### config.mk
export PLATFORM = sky130hd
export DESIGN_NAME = digital_lock_seq
export DESIGN_NICKNAME = d
export VERILOG_FILES = /design/src/rtl/digital_lock_pkg.sv /design/src/rtl/digital_lock_seq_timer.sv /design/src/rtl/digital_lock_seq.sv
export SDC_FILE = /design/constraint.sdc
export NUM_CORES = 1
export LEC_CHECK = 0
export ABC_AREA = 1
export CAP_MARGIN = 20
export CORE_UTILIZATION = 27
export DETAILED_ROUTE_END_ITERATION = 6
export PLACE_DENSITY = 0.47
export SYNTH_ARGS = -nofsm -noshare
export SYNTH_HDL_FRONTEND = slang
export SYNTH_HIERARCHICAL = 1
export SYNTH_SLANG_ARGS = --single-unit
### constraint.sdc
create_clock -name clk -period 4.53 [get_ports clk]
set_input_delay 1.359 -clock clk [delete_from_list [all_inputs] [get_ports clk]]
set_output_delay 1.359 -clock clk [all_outputs]
set_load 0.05 [all_outputs]
### src/rtl/digital_lock_pkg.sv
// Shared definitions for the digital_lock_seq combination lock: state encoding
// and a digit extractor for flattened code vectors.
package digital_lock_pkg;

  typedef enum logic [1:0] {
    ST_IDLE    = 2'd0,
    ST_ENTRY   = 2'd1,
    ST_OPEN    = 2'd2,
    ST_LOCKOUT = 2'd3
  } state_t;

  localparam int CODE_VEC_W = 256;

  // Digit idx of a code vector whose digit 0 sits in the low bits.
  function automatic logic [31:0] code_digit(input logic [CODE_VEC_W-1:0] vec,
                                             input int width, input int idx);
    logic [CODE_VEC_W-1:0] sh;
    sh = vec >> (idx * width);
    return sh[31:0] & ((32'd1 << width) - 32'd1);
  endfunction

endpackage

### src/rtl/digital_lock_seq_timer.sv
// lock_timer: loadable down-counter, done while the count sits at one so the
// owner leaves its state on the edge that consumes the final cycle.
module lock_timer #(
  parameter int W = 5
) (
  input  logic         clk,
  input  logic         reset,
  input  logic         i_load,
  input  logic [W-1:0] i_load_val,
  input  logic         i_en,
  output logic         o_done
);

  logic [W-1:0] r_cnt;

  always_ff @(posedge clk) begin
    if (reset)
      r_cnt <= '0;
    else if (i_load)
      r_cnt <= i_load_val;
    else if (i_en && r_cnt != '0)
      r_cnt <= r_cnt - 1'b1;
  end

  assign o_done = (r_cnt == W'(1));

endmodule

### src/rtl/digital_lock_seq.sv
// Parametrised combination lock with timed unlock and fail lockout.
// Optional code programming while OPEN when DIGITAL_LOCK_PROGRAM_EN is defined.
//
//   state      | meaning
//   IDLE       | waiting for digit 0
//   ENTRY      | partial code matched, progress = digits so far
//   OPEN       | y high, timer counting OPEN_CYCLES, lock forces relock
//   LOCKOUT    | inputs ignored for LOCKOUT_CYCLES after MAX_FAILS wrong digits
module digital_lock_seq
  import digital_lock_pkg::*;
#(
  parameter int WIDTH = 3,
  parameter int DEPTH = 3,
  parameter logic [DEPTH*WIDTH-1:0] CODE = 9'b101_111_011,
  parameter int OPEN_CYCLES = 8,
  parameter int MAX_FAILS = 3,
  parameter int LOCKOUT_CYCLES = 16
) (
  input  logic clk,
  input  logic reset,
  input  logic [WIDTH-1:0] x,
  input  logic x_valid,
  input  logic lock,
`ifdef DIGITAL_LOCK_PROGRAM_EN
  input  logic prog_we,
  input  logic [((DEPTH > 1) ? $clog2(DEPTH) : 1)-1:0] prog_idx,
  input  logic [WIDTH-1:0] prog_data,
`endif
  output logic y,
  output logic [1:0] state,
  output logic [$clog2(DEPTH+1)-1:0] progress,
  output logic lockout,
  output logic [$clog2(MAX_FAILS+1)-1:0] fail_cnt
);

  localparam int PW   = $clog2(DEPTH + 1);
  localparam int FW   = $clog2(MAX_FAILS + 1);
  localparam int TMAX = (OPEN_CYCLES > LOCKOUT_CYCLES) ? OPEN_CYCLES : LOCKOUT_CYCLES;
  localparam int TW   = $clog2(TMAX + 1);

  state_t            r_state;
  logic              r_y;
  logic              r_lockout;
  logic [PW-1:0]     r_progress;
  logic [FW-1:0]     r_fail_cnt;

  logic [DEPTH*WIDTH-1:0] w_code;
  logic [WIDTH-1:0]  w_expect;
  logic              w_entry;
  logic              w_match;
  logic              w_last;
  logic              w_fail_max;
  logic              w_tmr_load;
  logic              w_tmr_en;
  logic              w_tmr_done;
  logic [TW-1:0]     w_tmr_val;

`ifdef DIGITAL_LOCK_PROGRAM_EN
  logic [DEPTH*WIDTH-1:0] r_code;

  always_ff @(posedge clk) begin
    if (reset)
      r_code <= CODE;
    else if (prog_we && r_state == ST_OPEN && int'(prog_idx) < DEPTH)
      r_code[int'(prog_idx)*WIDTH +: WIDTH] <= prog_data;
  end

  assign w_code = r_code;
`else
  assign w_code = CODE;
`endif

  assign w_expect   = WIDTH'(code_digit(CODE_VEC_W'(w_code), WIDTH, int'(r_progress)));
  assign w_entry    = (r_state == ST_IDLE) || (r_state == ST_ENTRY);
  assign w_match    = (x == w_expect);
  assign w_last     = (int'(r_progress) == DEPTH - 1);
  assign w_fail_max = (int'(r_fail_cnt) + 1 >= MAX_FAILS);

  // OPEN and LOCKOUT never overlap, so one timer serves both.
  assign w_tmr_load = w_entry && x_valid && ((w_match && w_last) || (!w_match && w_fail_max));
  assign w_tmr_val  = w_match ? TW'(OPEN_CYCLES) : TW'(LOCKOUT_CYCLES);
  assign w_tmr_en   = (r_state == ST_OPEN) || (r_state == ST_LOCKOUT);

  lock_timer #(.W(TW)) u_timer (
    .clk       (clk),
    .reset     (reset),
    .i_load    (w_tmr_load),
    .i_load_val(w_tmr_val),
    .i_en      (w_tmr_en),
    .o_done    (w_tmr_done)
  );

  always_ff @(posedge clk) begin
    if (reset) begin
      r_state    <= ST_IDLE;
      r_y        <= 1'b0;
      r_progress <= '0;
      r_lockout  <= 1'b0;
      r_fail_cnt <= '0;
    end else begin
      case (r_state)
        ST_IDLE, ST_ENTRY: begin
          if (x_valid) begin
            if (w_match) begin
              if (w_last) begin
                r_state    <= ST_OPEN;
                r_y        <= 1'b1;
                r_progress <= '0;
                r_fail_cnt <= '0;
              end else begin
                r_state    <= ST_ENTRY;
                r_progress <= r_progress + 1'b1;
              end
            end else begin
              r_progress <= '0;
              if (w_fail_max) begin
                r_state    <= ST_LOCKOUT;
                r_lockout  <= 1'b1;
                r_fail_cnt <= FW'(MAX_FAILS);
              end else begin
                r_state    <= ST_IDLE;
                r_fail_cnt <= r_fail_cnt + 1'b1;
              end
            end
          end
        end
        ST_OPEN: begin
          if (lock || w_tmr_done) begin
            r_state <= ST_IDLE;
            r_y     <= 1'b0;
          end
        end
        ST_LOCKOUT: begin
          if (w_tmr_done) begin
            r_state    <= ST_IDLE;
            r_lockout  <= 1'b0;
            r_fail_cnt <= '0;
          end
        end
      endcase
    end
  end

  assign y        = r_y;
  assign state    = r_state;
  assign progress = r_progress;
  assign lockout  = r_lockout;
  assign fail_cnt = r_fail_cnt;

endmodule
# Yosys cells after proc, flatten, opt, wreduce, memory -nomap -nowiden
# Index checks and enable logic that the tools add are counted.
[word_totals]
regBits = 13
input_bits = 7
output_inout_bits = 8
elab_cells = 75
[op_classes]
n_addsub = 4
mul = 1
order_cmp = 1
eq_ne = 14
n_shift = 1
n_mux = 27
reduce_logical = 21
[op_table]
columns = ["cell", "n"]
rows = [
  ["$mux W2", 12],
  ["$mux W5", 3],
  ["$ne A2 B2 Y1 const B", 6],
  ["$reduce_and A5 Y1", 2],
  ["$shr A9 B4 Y3 const A", 1],
  ["$mux W1", 8],
  ["$eq A2 B2 Y1 const B", 3],
  ["$pmux W2 S3", 1],
  ["$reduce_bool A2 Y1", 3],
  ["$eq A5 B1 Y1 const B", 1],
  ["$logic_and A1 B1 Y1", 5],
  ["$reduce_bool A5 Y1", 1],
  ["$sub A5 B1 Y5 const B", 1],
  ["$add A2 B1 Y2 const B", 2],
  ["$logic_or A1 B1 Y1", 4],
  ["$mul A2 B2 Y4 const B", 1],
  ["$pmux W1 S2", 2],
  ["$pmux W2 S2", 1],
  ["$reduce_and A4 Y1", 1],
  ["$add A2 B1 Y3 const B", 1],
  ["$eq A3 B3 Y1", 1],
  ["$ge A3 B2 Y1 const B", 1],
  ["$ne A3 B3 Y1 const B", 1],
  ["$reduce_and A3 Y1", 1],
  ["other kinds (6)", 6],
]

# Longest topological paths before layout
# Gate-level depths: netlist of run 1.
[logic_depth]
word_depth = 8
ltp_mapped = 13
depth_no_buf = 13

# Modules after synthesis
# The synthesis of run 1 kept the hierarchy.
[modules_own_cells]
columns = ["module", "n_inst", "cells_per_inst", "area_per_inst_um2", "seq_area_each_um2"]
rows = [
  ["digital_lock_seq", 1, 83, 566.8, 160.2],
  ["lock_timer", 1, 48, 331.6, 100.1],
]

# Worst setup path before layout of run 1
# No wires, ideal clock.
[synth_path]
path_type = "input to register"
start = "input port x[2]"
end = "register u_timer.r_cnt[2]"
setup_time_ns = 0.113
t_arrival_ns = 2.347
t_required_ns = 4.417
setup_slack_ns = 2.070
path_stages = 9
path_buffers = 0
path_cell_list = "xnor2_2 nand3_4 nand2_2 nand3_2 inv_1 mux2i_1 nand2_1 nand2_1 nor2_1"
[synth_between]
elab_chain_len = 6
word_cells_on_any_way = 8
cone_classes = "eq/ne: 1; mux: 1; reduce/logical: 6"
[synth_rtl]
columns = ["item", "line", "rtl"]
rows = [
  ["from (decl)", "digital_lock_seq.sv:21", "input logic [WIDTH-1:0] x,"],
  ["$eq A3 B3 Y1 (*)", "digital_lock_seq.sv:75", "assign w_match = (x == w_expect);"],
  ["$logic_not A1 Y1", "digital_lock_seq.sv:80", "assign w_tmr_load = w_entry && x_valid && ((w_match && w_last) || (!w_match && w_fail_max));"],
  ["$logic_and A1 B1 Y1", "digital_lock_seq.sv:80", ""],
  ["$logic_or A1 B1 Y1 (*)", "digital_lock_seq.sv:80", ""],
  ["$logic_and A1 B1 Y1 (*)", "digital_lock_seq.sv:80", ""],
  ["net w_tmr_load", "digital_lock_seq.sv:53", "logic w_tmr_load;"],
  ["$mux W5 or $reduce_bool A2 Y1 (tied branches)", "n/a", ""],
  ["to (signal assigned)", "digital_lock_seq_timer.sv:20", "r_cnt <= i_load_val;"],
  ["to (signal assigned)", "digital_lock_seq_timer.sv:22", "r_cnt <= r_cnt - 1'b1;"],
  ["to (decl)", "digital_lock_seq_timer.sv:14", "logic [W-1:0] r_cnt;"],
]
# The timed path passes the listed nets; every way through them passes the cells marked *.
# A chain may end at the register's enable or synchronous reset.

# Worst setup path after layout of run 1
[layout_path]
start = "register r_state[1], in the netlist state[1]"
end = "output port state[1]"
[layout_rtl]
columns = ["item", "line", "rtl"]
rows = [
  ["from (decl)", "digital_lock_seq.sv:41", "state_t r_state;"],
  ["from (signal assigned)", "digital_lock_seq.sv:95", "r_state <= ST_IDLE;"],
  ["from (signal assigned)", "digital_lock_seq.sv:106", "r_state <= ST_OPEN;"],
  ["from (signal assigned)", "digital_lock_seq.sv:111", "r_state <= ST_ENTRY;"],
  ["to (decl)", "digital_lock_seq.sv:30", "output logic [1:0] state,"],
]
# No word-level cell between the ends.

==> reports/qor.txt, run 1 <==
Dpl cells = 190
Crit end category = primary output
NumNets Final = 164
Gp weighted congestion = 0.7728
Metal2 WL = 927 um
DRC = 0
IO Pins = 15
Pins over their slew limit = 0
Min Clock Period, post-route = 3.111 ns
ANT cells = 0
Most common cell after layout, fill and taps aside = nand2_1
Die area = 3562 um2
CTS buffer count = 3
Worst skew pair latency = 0.27 ns
Core area = 3103 um2
Vias per cell = 4.402
HPWL Detailed = 1603 um
# fillers = 369
Synthesized instance count = 131
Switching Fraction = 0.3698
WS Path Type = register to primary output
M1 wire length = 1004 um
Synthesized flop and latch total = 13
Post-synthesis sequential area ratio = 0.2897
CTS root buf = clkbuf_4
WL per Instance = 10.37 um
# setup viols final = 0
Predominant post-synthesis flop cell = dfxtp_1
Die width = 59.68 um
Post-Layout Cell Count = 194
Fin area = 1124 um2
Critical Path Source Type = register
Post-CTS Hold Buffers = 0
Max IR drop VDD = 0.08165 mV
Placement Rows = 20
DRT Wirelength = 2011 um
Setup Fix Bufs, Post-CTS = 0
Mapped Area = 898.4 um2
DR top layer = met3
H-tree depth = 1
Post-CTS resize count = 0
DR iter-0 viols = 20
Max Fclk = 321.4 MHz
Synth async-reset ratio = 0
P_sw = 116.0 uW
Hold Crit Class = register to register
Post-synth EDFFs = 0
Final Hold Fails = 0
Leak pwr = 0.4692 nW
Netlist cell types = 25
Seq pwr share = 0.429
Yosys Warn Count = 6
Max_slew headroom = 0.6646
1st-pass router iterations = 2
CP peak stage delay = 0.89 ns
P per Cell Area = 279.1 nW/um2
Die Ht = 59.68 um
Global Route Usage Sum = 0.1309
Average size of a mapped cell = 6.858 um2
Final Util = 0.3621
Clock Sinks = 13
Period utilisation layout = 0.6868
Setup TNS = 0 ns
Max cap viols = 0
Status = finished, final reports clean
Crit Path Max Fanout = 9
Initial core utilization = 0.2895
DP Area = 1097 um2
Worst path slowest cell = clkdlybuf4s50_1
Total grt overflow = 0
Crit path required time = 3.17 ns
Antenna Nets Post-Route = 0
Syn-to-layout area delta = 25.07%
WL met3 = 79 um
Input/output buffers = 14
Crit-path leading delay family = buffers and inverters
Share of layout cells above drive strength 1 = 0.1133
Clk pwr share = 0.228
RSZ-0062 raised after global routing = no
Crit path buf inv count = 1
Total number of vias = 854
CTS max path bufs = 2
Vias in the first global route = 797
Comb power frac = 0.343
Crit path DAT = 1.75 ns
Slew @ Worst Pin = 0.5015 ns
Largest net degree at the start of global routing = 10
Most frequent cells in the layout = nand2_1, inv_1, clkdlybuf4s50_1
Clk slew on worst S/H paths = 0.07 ns
Setup Skew = 0.006111 ns
Initial antenna violation count = 0
First-pass GRT wire length = 3450 um
CTS tree = done
Internal power = 197.6 uW
Worst path cell trace = clkdlybuf4s50_1
## power by group through the flow
stage	combinational (mW)	sequential [mW]	clock, mW
2_1_floorplan	0.0646	0.150	0
3_3_place_gp	0.107	0.137	0
3_5_place_dp	0.108	0.138	0
4_1_cts	0.108	0.135	0.0755
5_1_grt	0.120	0.136	0.0818
6_report	0.108	0.135	0.0714
## final timing paths
kind | end | depth (start not counted) | slack [ns] | from
worst max register to register | u_timer/r_cnt[3]$_SDFFE_PP0P_ | 12 | 2.35 | progress[1]$_SDFFE_PP0P_
worst min-delay path | y$_SDFFE_PP0P_ | 2 | 0.47 | y$_SDFFE_PP0P_
worst max-delay path | state[1] | 1 | 1.42 | state[1]$_SDFFE_PP0P_
worst min register to register | y$_SDFFE_PP0P_ | 2 | 0.47 | y$_SDFFE_PP0P_
## layer usage
layer	track usage	vias up
met5	0	-
met4	0.03987	0
met3	0.04113	0
met2	0.2127	10
met1	0.1645	390
li1	-	454
## sequential cells by signal, indices dropped and copies added (netlist names)
name / count
fail_cnt: 2
lockout: 1
progress: 2
state: 2
u_timer/r_cnt: 5
y: 1
## cells by family after synthesis
group	count (synthesis)	synth area share
AND/OR/NAND/NOR	63	0.3343
flip-flops	13	0.2897
buffers and inverters	23	0.09748
XOR/XNOR	2	0.02786
other	1	0.004174
AO/OA/AOI/OAI	22	0.1518
adder cells (fa/ha/maj)	6	0.08356
multiplexers	1	0.01114
## cells in the mapped netlist, drive strengths merged, types with 4 or more instances
library cell / instances / area (um2)
nand2: 33 / 136.4
inv: 21 / 78.82
dfxtp: 13 / 260.3
nor2: 13 / 51.30
a21oi: 12 / 67.57
nand3: 12 / 77.58
o21ai: 9 / 56.31
ha: 6 / 75.07
nand4: 4 / 25.02
## layout make-up
cell class,instances,area [um2],area share
multi-input combinational,97,558.0,0.4967
sequential,13,260.3,0.2316
timing repair buffer,14,140.1,0.1247
inverter,22,83.83,0.07461
tap,44,55.05,0.04900
clock buffer,4,26.28,0.02339
## through the flow
stage	power [mW]	worst slack, ns	hold WS (ns)
CTS	0.3185	1.392	0.4683
floorplan	0.2150	2.070	0.4682
finish	0.3136	1.419	0.4665
global route	0.3374	1.347	0.4928
detailed placement	0.2450	1.422	0.4556
global placement	0.2449	1.475	0.4594
No activity file was read; power rests on OpenSTA's default activity.
==> run 2: changes to the inputs <==
==> constraint.sdc (replaced) <==
create_clock -name clk -period 3 [get_ports clk]
set_input_delay 0.9 -clock clk [delete_from_list [all_inputs] [get_ports clk]]
set_output_delay 0.9 -clock clk [all_outputs]
set_load 0.05 [all_outputs]
==> run 2 against run 1 <==
Against the previous run:
- combinational power up 51%
- total power rose by 53%
- non-clock buffer count increased by 1
- utilization rose by 0.24 points
- global-route usage fell by 0.17 points
- critical path depth unchanged
- via count fell by 0.82%
- clock skew is 0.0031 ns lower
- clock power increased by 57%
==> reports/qor.txt, run 2 (synthesis results as in run 1) <==
Status = finished, final reports clean (unchanged)
Slew @ Worst Pin = 0.4982 ns (was 0.5015 ns)
Most frequent cells in the layout = nand2_1, inv_1, clkdlybuf4s50_1 (unchanged)
Leak pwr = 0.4740 nW (was 0.4692 nW)
DR iter-0 viols = 30 (was 20)
Flop2flop setup slack = 0.83 ns (was 2.35 ns)
DRT Wirelength = 1997 um (was 2011 um)
Post-CTS Hold Buffers = 0 (unchanged)
IO Pins = 15 (unchanged)
DP Area = 1105 um2 (was 1097 um2)
CTS buffer count = 3 (unchanged)
Crit-path leading delay family = buffers and inverters (unchanged)
WL per Instance = 10.24 um (was 10.37 um)
Pre-CTS WS = 0.3488 ns (was 1.422 ns)
CTS root buf = clkbuf_4 (unchanged)
Clk slew on worst S/H paths = 0.08 ns (was 0.07 ns)
Total grt overflow = 0 (unchanged)
Gp weighted congestion = 0.7728 (unchanged)
Largest net degree at the start of global routing = 10 (unchanged)
Multi-input logic area = 558.0 um2 (unchanged)
Worst r2r path cells = 12 (unchanged)
Most common cell after layout, fill and taps aside = nand2_1 (unchanged)
Crit Path Max Fanout = 9 (unchanged)
CP peak stage delay = 0.89 ns (about the same)
Pwr Total = 478.3 uW (was 313.6 uW)
Final Hold Fails = 0 (unchanged)
Fin worst setup slack = 0.3371 ns (was 1.419 ns)
H-tree depth = 1 (unchanged)
Final Util = 0.3645 (was 0.3621)
Period utilisation layout = 0.8876
CTS max path bufs = 2 (unchanged)
Setup TNS = 0 ns (unchanged)
Vias per cell = 4.344 (was 4.402)
DRC = 0 (unchanged)
HPWL Detailed = 1580 um (was 1603 um)
Min Clock Period, post-route = 2.663 ns
Total number of vias = 847 (was 854)
Global Route Usage Sum = 0.1292 (was 0.1309)
Clock Sinks = 13 (unchanged)
Worst r2r dst = u_timer/r_cnt[3]$_SDFFE_PP0P_ (unchanged)
FF/Latch Area = 260.3 um2 (unchanged)
Hold Crit Class = register to register (unchanged)
Die area = 3562 um2 (unchanged)
Worst r2r src = progress[1]$_SDFFE_PP0P_ (unchanged)
1st-pass router iterations = 5 (was 2)
Initial antenna violation count = 0 (unchanged)
HP Start = y$_SDFFE_PP0P_ (unchanged)
Worst path slowest cell = clkdlybuf4s50_1 (unchanged)
Vias in the first global route = 816 (was 797)
Crit. Startpoint = state[1]$_SDFFE_PP0P_ (unchanged)
Max Fclk = 375.5 MHz
Die Ht = 59.68 um (unchanged)
Max_slew headroom = 0.6669 (was 0.6646)
Crit path DAT = 1.76 ns (was 1.75 ns)
Die width = 59.68 um (unchanged)
Critical Path Source Type = register (unchanged)
Worst skew pair latency = 0.28 ns (was 0.27 ns)
RSZ-0062 raised after global routing = no (unchanged)
Setup Skew = 0.002966 ns (was 0.006111 ns)
WHS Endpoint = y$_SDFFE_PP0P_ (unchanged)
Hold Slack = 0.4796 ns (was 0.4665 ns)
Hold path cells = 2 (unchanged)
Syn-to-layout area delta = 25.90% (was 25.07%)
Antenna Nets Post-Route = 0 (unchanged)
Crit path buf inv count = 1 (unchanged)
NumNets Final = 165 (was 164)
Max cap viols = 0 (unchanged)
Number of flip-flops in the largest register = 5 (unchanged)
ANT cells = 0 (unchanged)
Post-Layout Cell Count = 195 (was 194)
# fillers = 368 (was 369)
Dpl cells = 191 (was 190)
# setup viols final = 0 (unchanged)
Crit end category = primary output (unchanged)
Initial core utilization = 0.2895 (unchanged)
Fin area = 1131 um2 (was 1124 um2)
Setup Fix Bufs, Post-CTS = 0 (unchanged)
Input/output buffers = 14 (unchanged)
Max IR drop VDD = 0.1537 mV (was 0.08165 mV)
First-pass GRT wire length = 3408 um (was 3450 um)
Pins over their slew limit = 0 (unchanged)
Largest Register = u_timer/r_cnt (unchanged)
Worst path cell trace = clkdlybuf4s50_1 (unchanged)
P per Cell Area = 422.9 nW/um2 (was 279.1 nW/um2)
Post-CTS resize count = 0 (unchanged)
Share of layout cells above drive strength 1 = 0.1192 (was 0.1133)
CTS tree = done (unchanged)
WS Path Type = register to primary output (unchanged)
Placement Rows = 20 (unchanged)
Crit path required time = 2.10 ns (was 3.17 ns)
Core area = 3103 um2 (unchanged)
## run 2: layout make-up
cell class | instances | area share
multi-input cells | 97 | 0.4934
clock buffers | 4 | 0.02323
inverters | 22 | 0.07412
well taps | 44 | 0.04867
flip-flops and latches | 13 | 0.2301
repair buffers | 15 | 0.1305
## run 2: power by group
group	switching (mW)	total, mW	internal, mW
clock network	0.0602	0.112	0.0515
logic	0.101	0.163	0.0621
registers	0.0171	0.203	0.186
total	0.179	0.478	0.300
## run 2: worst max path at each step
stage          cells past startpoint                       endpoint
2_1_floorplan                     11  u_timer/r_cnt[2]$_SDFFE_PP0P_
3_3_place_gp                      11  u_timer/r_cnt[3]$_SDFFE_PP0P_
3_5_place_dp                      11  u_timer/r_cnt[3]$_SDFFE_PP0P_
4_1_cts                            1                       state[1]
5_1_grt                            1                       state[1]
6_report                           1                       state[1]
## run 2: routing by layer
layer	up-vias	track usage	routed length [um]
li1	455	-	-
met1	375	0.1583	994
met2	15	0.2127	905
met3	2	0.04329	84
met4	0	0.03987	12
met5	-	0	0
==> run 3: changes to the inputs <==
--- a/config.mk
+++ b/config.mk
@@ -5,11 +5,12 @@
 export SDC_FILE = /design/constraint.sdc
 export NUM_CORES = 1
 export LEC_CHECK = 0
-export ABC_AREA = 1
+export ABC_AREA = 0
 export CAP_MARGIN = 20
+export CORE_MARGIN = 3
 export CORE_UTILIZATION = 27
 export DETAILED_ROUTE_END_ITERATION = 6
-export PLACE_DENSITY = 0.47
+export PLACE_DENSITY = 0.48
 export SYNTH_ARGS = -nofsm -noshare
 export SYNTH_HDL_FRONTEND = slang
 export SYNTH_HIERARCHICAL = 1
==> run 3 against run 2 <==
Against the previous run:
- non-clock buffer count grew 5
- via count shrank 11%
- area after synthesis shrank 11%
- clock skew grew 0.0088 ns
- largest cell class unchanged
- highest routed layer unchanged
==> reports/qor.txt, run 3 <==
Status = finished, final reports clean (unchanged)
DP Area = 1012 um2 (was 1105 um2)
Syn-to-layout area delta = 29.84% (was 25.90%)
Setup Fix Bufs, Post-CTS = 0 (unchanged)
Clock Sinks = 13 (unchanged)
Predominant post-synthesis flop cell = dfxtp_1 (unchanged)
Vias per cell = 5.122 (was 4.344)
CTS buffer count = 3 (unchanged)
Gp weighted congestion = 0.7541 (was 0.7728)
Final Hold Fails = 0 (unchanged)
Share of layout cells above drive strength 1 = 0.1379 (was 0.1192)
Total number of vias = 753 (was 847)
Worst path slowest cell = clkdlybuf4s50_1 (unchanged)
ANT cells = 0 (unchanged)
Comb power frac = 0.235 (was 0.342)
Post-CTS Hold Buffers = 0 (unchanged)
Largest Register = u_timer/r_cnt (unchanged)
Setup Skew = 0.01173 ns (was 0.002966 ns)
Hold Crit Class = register to register (unchanged)
Max Fclk = 384.3 MHz (was 375.5 MHz)
Area contributors post-synth = dfxtp_1, ha_1, nor2_1, a2111oi_2, nand2_1 (was dfxtp_1, nand2_1, ha_1, inv_1, a21oi_1)
First-pass GRT wire length = 3512 um (was 3408 um)
Core area = 2781 um2 (was 3103 um2)
Most common cell after layout, fill and taps aside = clkdlybuf4s50_1 (was nand2_1)
Fin area = 1040 um2 (was 1131 um2)
Largest family of logic cells by synthesized area = simple AND/OR/NAND/NOR gates (unchanged)
Synthesized instance count = 95 (was 131)
DRT Wirelength = 1919 um (was 1997 um)
HP Start = lockout$_SDFFE_PP0P_ (was y$_SDFFE_PP0P_)
Crit path DAT = 2.76 ns (was 1.76 ns)
Max_slew headroom = 0.4983 (was 0.6669)
Crit end category = register (was primary output)
Post-Layout Cell Count = 147 (was 195)
Cell with the most instances after synthesis = dfxtp_1 (was nand2_1)
Worst r2r path cells = 11 (was 12)
Pins over their slew limit = 0 (unchanged)
HPWL Detailed = 1470 um (was 1580 um)
Synthesized flop and latch total = 13 (unchanged)
Post-CTS resize count = 0 (unchanged)
Antenna Nets Post-Route = 0 (unchanged)
H-tree depth = 1 (unchanged)
DR iter-0 viols = 67 (was 30)
Post-synthesis sequential area ratio = 0.3250 (was 0.2897)
Worst r2r dst = u_timer/r_cnt[0]$_SDFFE_PP0P_ (was u_timer/r_cnt[3]$_SDFFE_PP0P_)
DRC = 0 (unchanged)
Initial core utilization = 0.2879 (was 0.2895)
Clk pwr share = 0.282 (was 0.234)
P_sw = 123.3 uW (was 178.6 uW)
Slew @ Worst Pin = 0.7420 ns (was 0.4982 ns)
NumNets Final = 130 (was 165)
Worst r2r src = progress[1]$_SDFFE_PP0P_ (unchanged)
Crit Path Max Fanout = 11 (was 9)
IO Pins = 15 (unchanged)
WS Path Type = input port to register (was register to primary output)
Crit-path leading delay family = simple AND/OR/NAND/NOR gates (was buffers and inverters)
Die area = 3655 um2 (was 3562 um2)
Internal power = 267.7 uW (was 299.7 uW)
CTS root buf = clkbuf_4 (unchanged)
Worst skew pair latency = 0.28 ns (about the same)
Switching Fraction = 0.3154 (was 0.3735)
RSZ-0062 raised after global routing = no (unchanged)
Dpl cells = 143 (was 191)
Synth async-reset ratio = 0 (unchanged)
Initial antenna violation count = 0 (unchanged)
Dominant cell type by area after synthesis = dfxtp_1 (unchanged)
Leak pwr = 0.3899 nW (was 0.4740 nW)
Post-Synth XOR/XNOR Area = 0.03281 (was 0.02786)
Crit path required time = 3.16 ns (was 2.10 ns)
Die width = 60.46 um (was 59.68 um)
Average size of a mapped cell = 8.429 um2 (was 6.858 um2)
Simple-gate share of the synthesized area = 0.2625 (was 0.3343)
Setup TNS = 0 ns (unchanged)
Mapped Area = 800.8 um2 (was 898.4 um2)
Placement Rows = 19 (was 20)
Die Ht = 60.46 um (was 59.68 um)
Synth Area in Compound Gates = 0.2094 (was 0.1518)
Synth top area share = 0.3250 (was 0.2897)
CTS max path bufs = 2 (unchanged)
Worst path cell trace = clkdlybuf4s50_1 -> xor2_1 -> nand3_2 -> clkinv_2 -> mux2i_1 -> nor2_1 -> buf_4 -> nor3_1 -> and3_1 -> or3_1 (was clkdlybuf4s50_1)
Input/output buffers = 14 (unchanged)
Post-synth EDFFs = 0 (unchanged)
Number of flip-flops in the largest register = 5 (unchanged)
# setup viols final = 0 (unchanged)
WL per Instance = 13.05 um (was 10.24 um)
Adder-cell share of the synthesized area = 0.09375 (was 0.08357)
CTS tree = done (unchanged)
Crit path buf inv count = 3 (was 1)
Max cap viols = 0 (unchanged)
Netlist cell types = 38 (was 25)
WHS Endpoint = lockout$_SDFFE_PP0P_ (was y$_SDFFE_PP0P_)
Hold Slack = 0.5146 ns (was 0.4796 ns)
Pwr Total = 391.1 uW (was 478.3 uW)
Hold path cells = 2 (unchanged)
Period utilisation layout = 0.8673 (was 0.8876)
P per Cell Area = 376.1 nW/um2 (was 422.9 nW/um2)
Critical Path Source Type = input port (was register)
Largest net degree at the start of global routing = 15 (was 10)
Most frequent cells in the layout = clkdlybuf4s50_1, dfxtp_1, nor2_1 (was nand2_1, inv_1, clkdlybuf4s50_1)
Flop2flop setup slack = 0.61 ns (was 0.83 ns)
Total grt overflow = 0 (unchanged)
Yosys Warn Count = 6 (unchanged)
Vias in the first global route = 778 (was 816)
Global Route Usage Sum = 0.1271 (was 0.1292)
Synth cell count leaders = dfxtp_1, nor2_1, nand2_1, ha_1, inv_1 (was nand2_1, inv_1, dfxtp_1, nor2_1)
Seq pwr share = 0.482 (was 0.425)
CP peak stage delay = 0.47 ns (was 0.89 ns)
Min Clock Period, post-route = 2.602 ns (was 2.663 ns)
1st-pass router iterations = 4 (was 5)
Max IR drop VDD = 0.2979 mV (was 0.1537 mV)
Mux cell area share after synthesis = 0.01250 (was 0.01114)
Clk slew on worst S/H paths = 0.09 ns (was 0.08 ns)
-- run 3: changes by cell type in the layout (fill, tap and decap cells not counted), moves of 3 or more --
cell / before / now
nand3_1: 10 / 4
inv_1: 20 / 6
nand2_1: 30 / 8
nand2b_1: 0 / 3
nor3_1: 0 / 4
buf_4: 1 / 6
nand4_1: 4 / 0
a21oi_1: 10 / 5
o21ai_0: 8 / 1
-- run 3: per-stage QoR --
stage / setup WS, ns / util
4_1_cts: 0.4006 / 0.3738
5_1_grt: 0.2387 / 0.3738
3_5_place_dp: 0.1107 / 0.3639
3_3_place_gp: 0.1540 / 0.3639
6_report: 0.3980 / 0.3738
2_1_floorplan: 0.1906 / -
-- run 3: cell families (layout without fill, tap and decap cells) --
kind of cell	after synthesis	count (layout)
AO/OA/AOI/OAI	20	20
AND/OR/NAND/NOR	39	39
multiplexers	1	1
buffers and inverters	12	31
XOR/XNOR	3	3
adder cells (fa/ha/maj)	6	6
other	1	3
flip-flops	13	13
-- run 3: worst max-delay path by stage --
stage | from | end | cells past startpoint
after floorplan | progress[1]$_SDFFE_PP0P_ | u_timer/r_cnt[3]$_SDFFE_PP0P_ | 11
after global placement | x[1] | u_timer/r_cnt[0]$_SDFFE_PP0P_ | 10
after detailed placement | x[0] | u_timer/r_cnt[0]$_SDFFE_PP0P_ | 10
after CTS | x[0] | u_timer/r_cnt[0]$_SDFFE_PP0P_ | 10
after global routing | x[0] | u_timer/r_cnt[3]$_SDFFE_PP0P_ | 10
final | x[0] | u_timer/r_cnt[0]$_SDFFE_PP0P_ | 10
-- run 3: power groups by stage --
stage	Clock (mW)	Sequential, mW	Combinational (mW)
5_1_grt	0.128	0.190	0.101
2_1_floorplan	0	0.208	0.0444
3_3_place_gp	0	0.192	0.0915
4_1_cts	0.119	0.189	0.0924
3_5_place_dp	0	0.193	0.0920
6_report	0.110	0.189	0.0921
-- run 3: metal layers --
| layer | wire, um | global-route usage | vias to the layer above |
|---|---|---|---|
| met2 | 900 | 0.2022 | 15 |
| li1 | - | - | 383 |
| met3 | 67 | 0.04894 | 2 |
| met1 | 935 | 0.1630 | 353 |
| met4 | 16 | 0.03096 | 0 |
| met5 | 0 | 0 | - |
-- run 3: tightest hold or removal path, delay by kind of cell, from the launching register on --
kind / cells / cell delay (ns)
AOI/OAI and AO/OA: 1 / 0.06
DFF: 1 / 0.34
and+or+nand+nor: 1 / 0.08
-- run 3: final cells by class --
class | instances | area [um2]
Timing Repair Buffer | 20 | 185.2
Inverter | 7 | 27.53
Multi-Input combinational cell | 72 | 500.5
Fill cell | 309 | 1742
Sequential cell | 13 | 260.3
Clock buffer | 3 | 22.52
Tap cell | 31 | 38.79
Clock inverter | 1 | 5.005
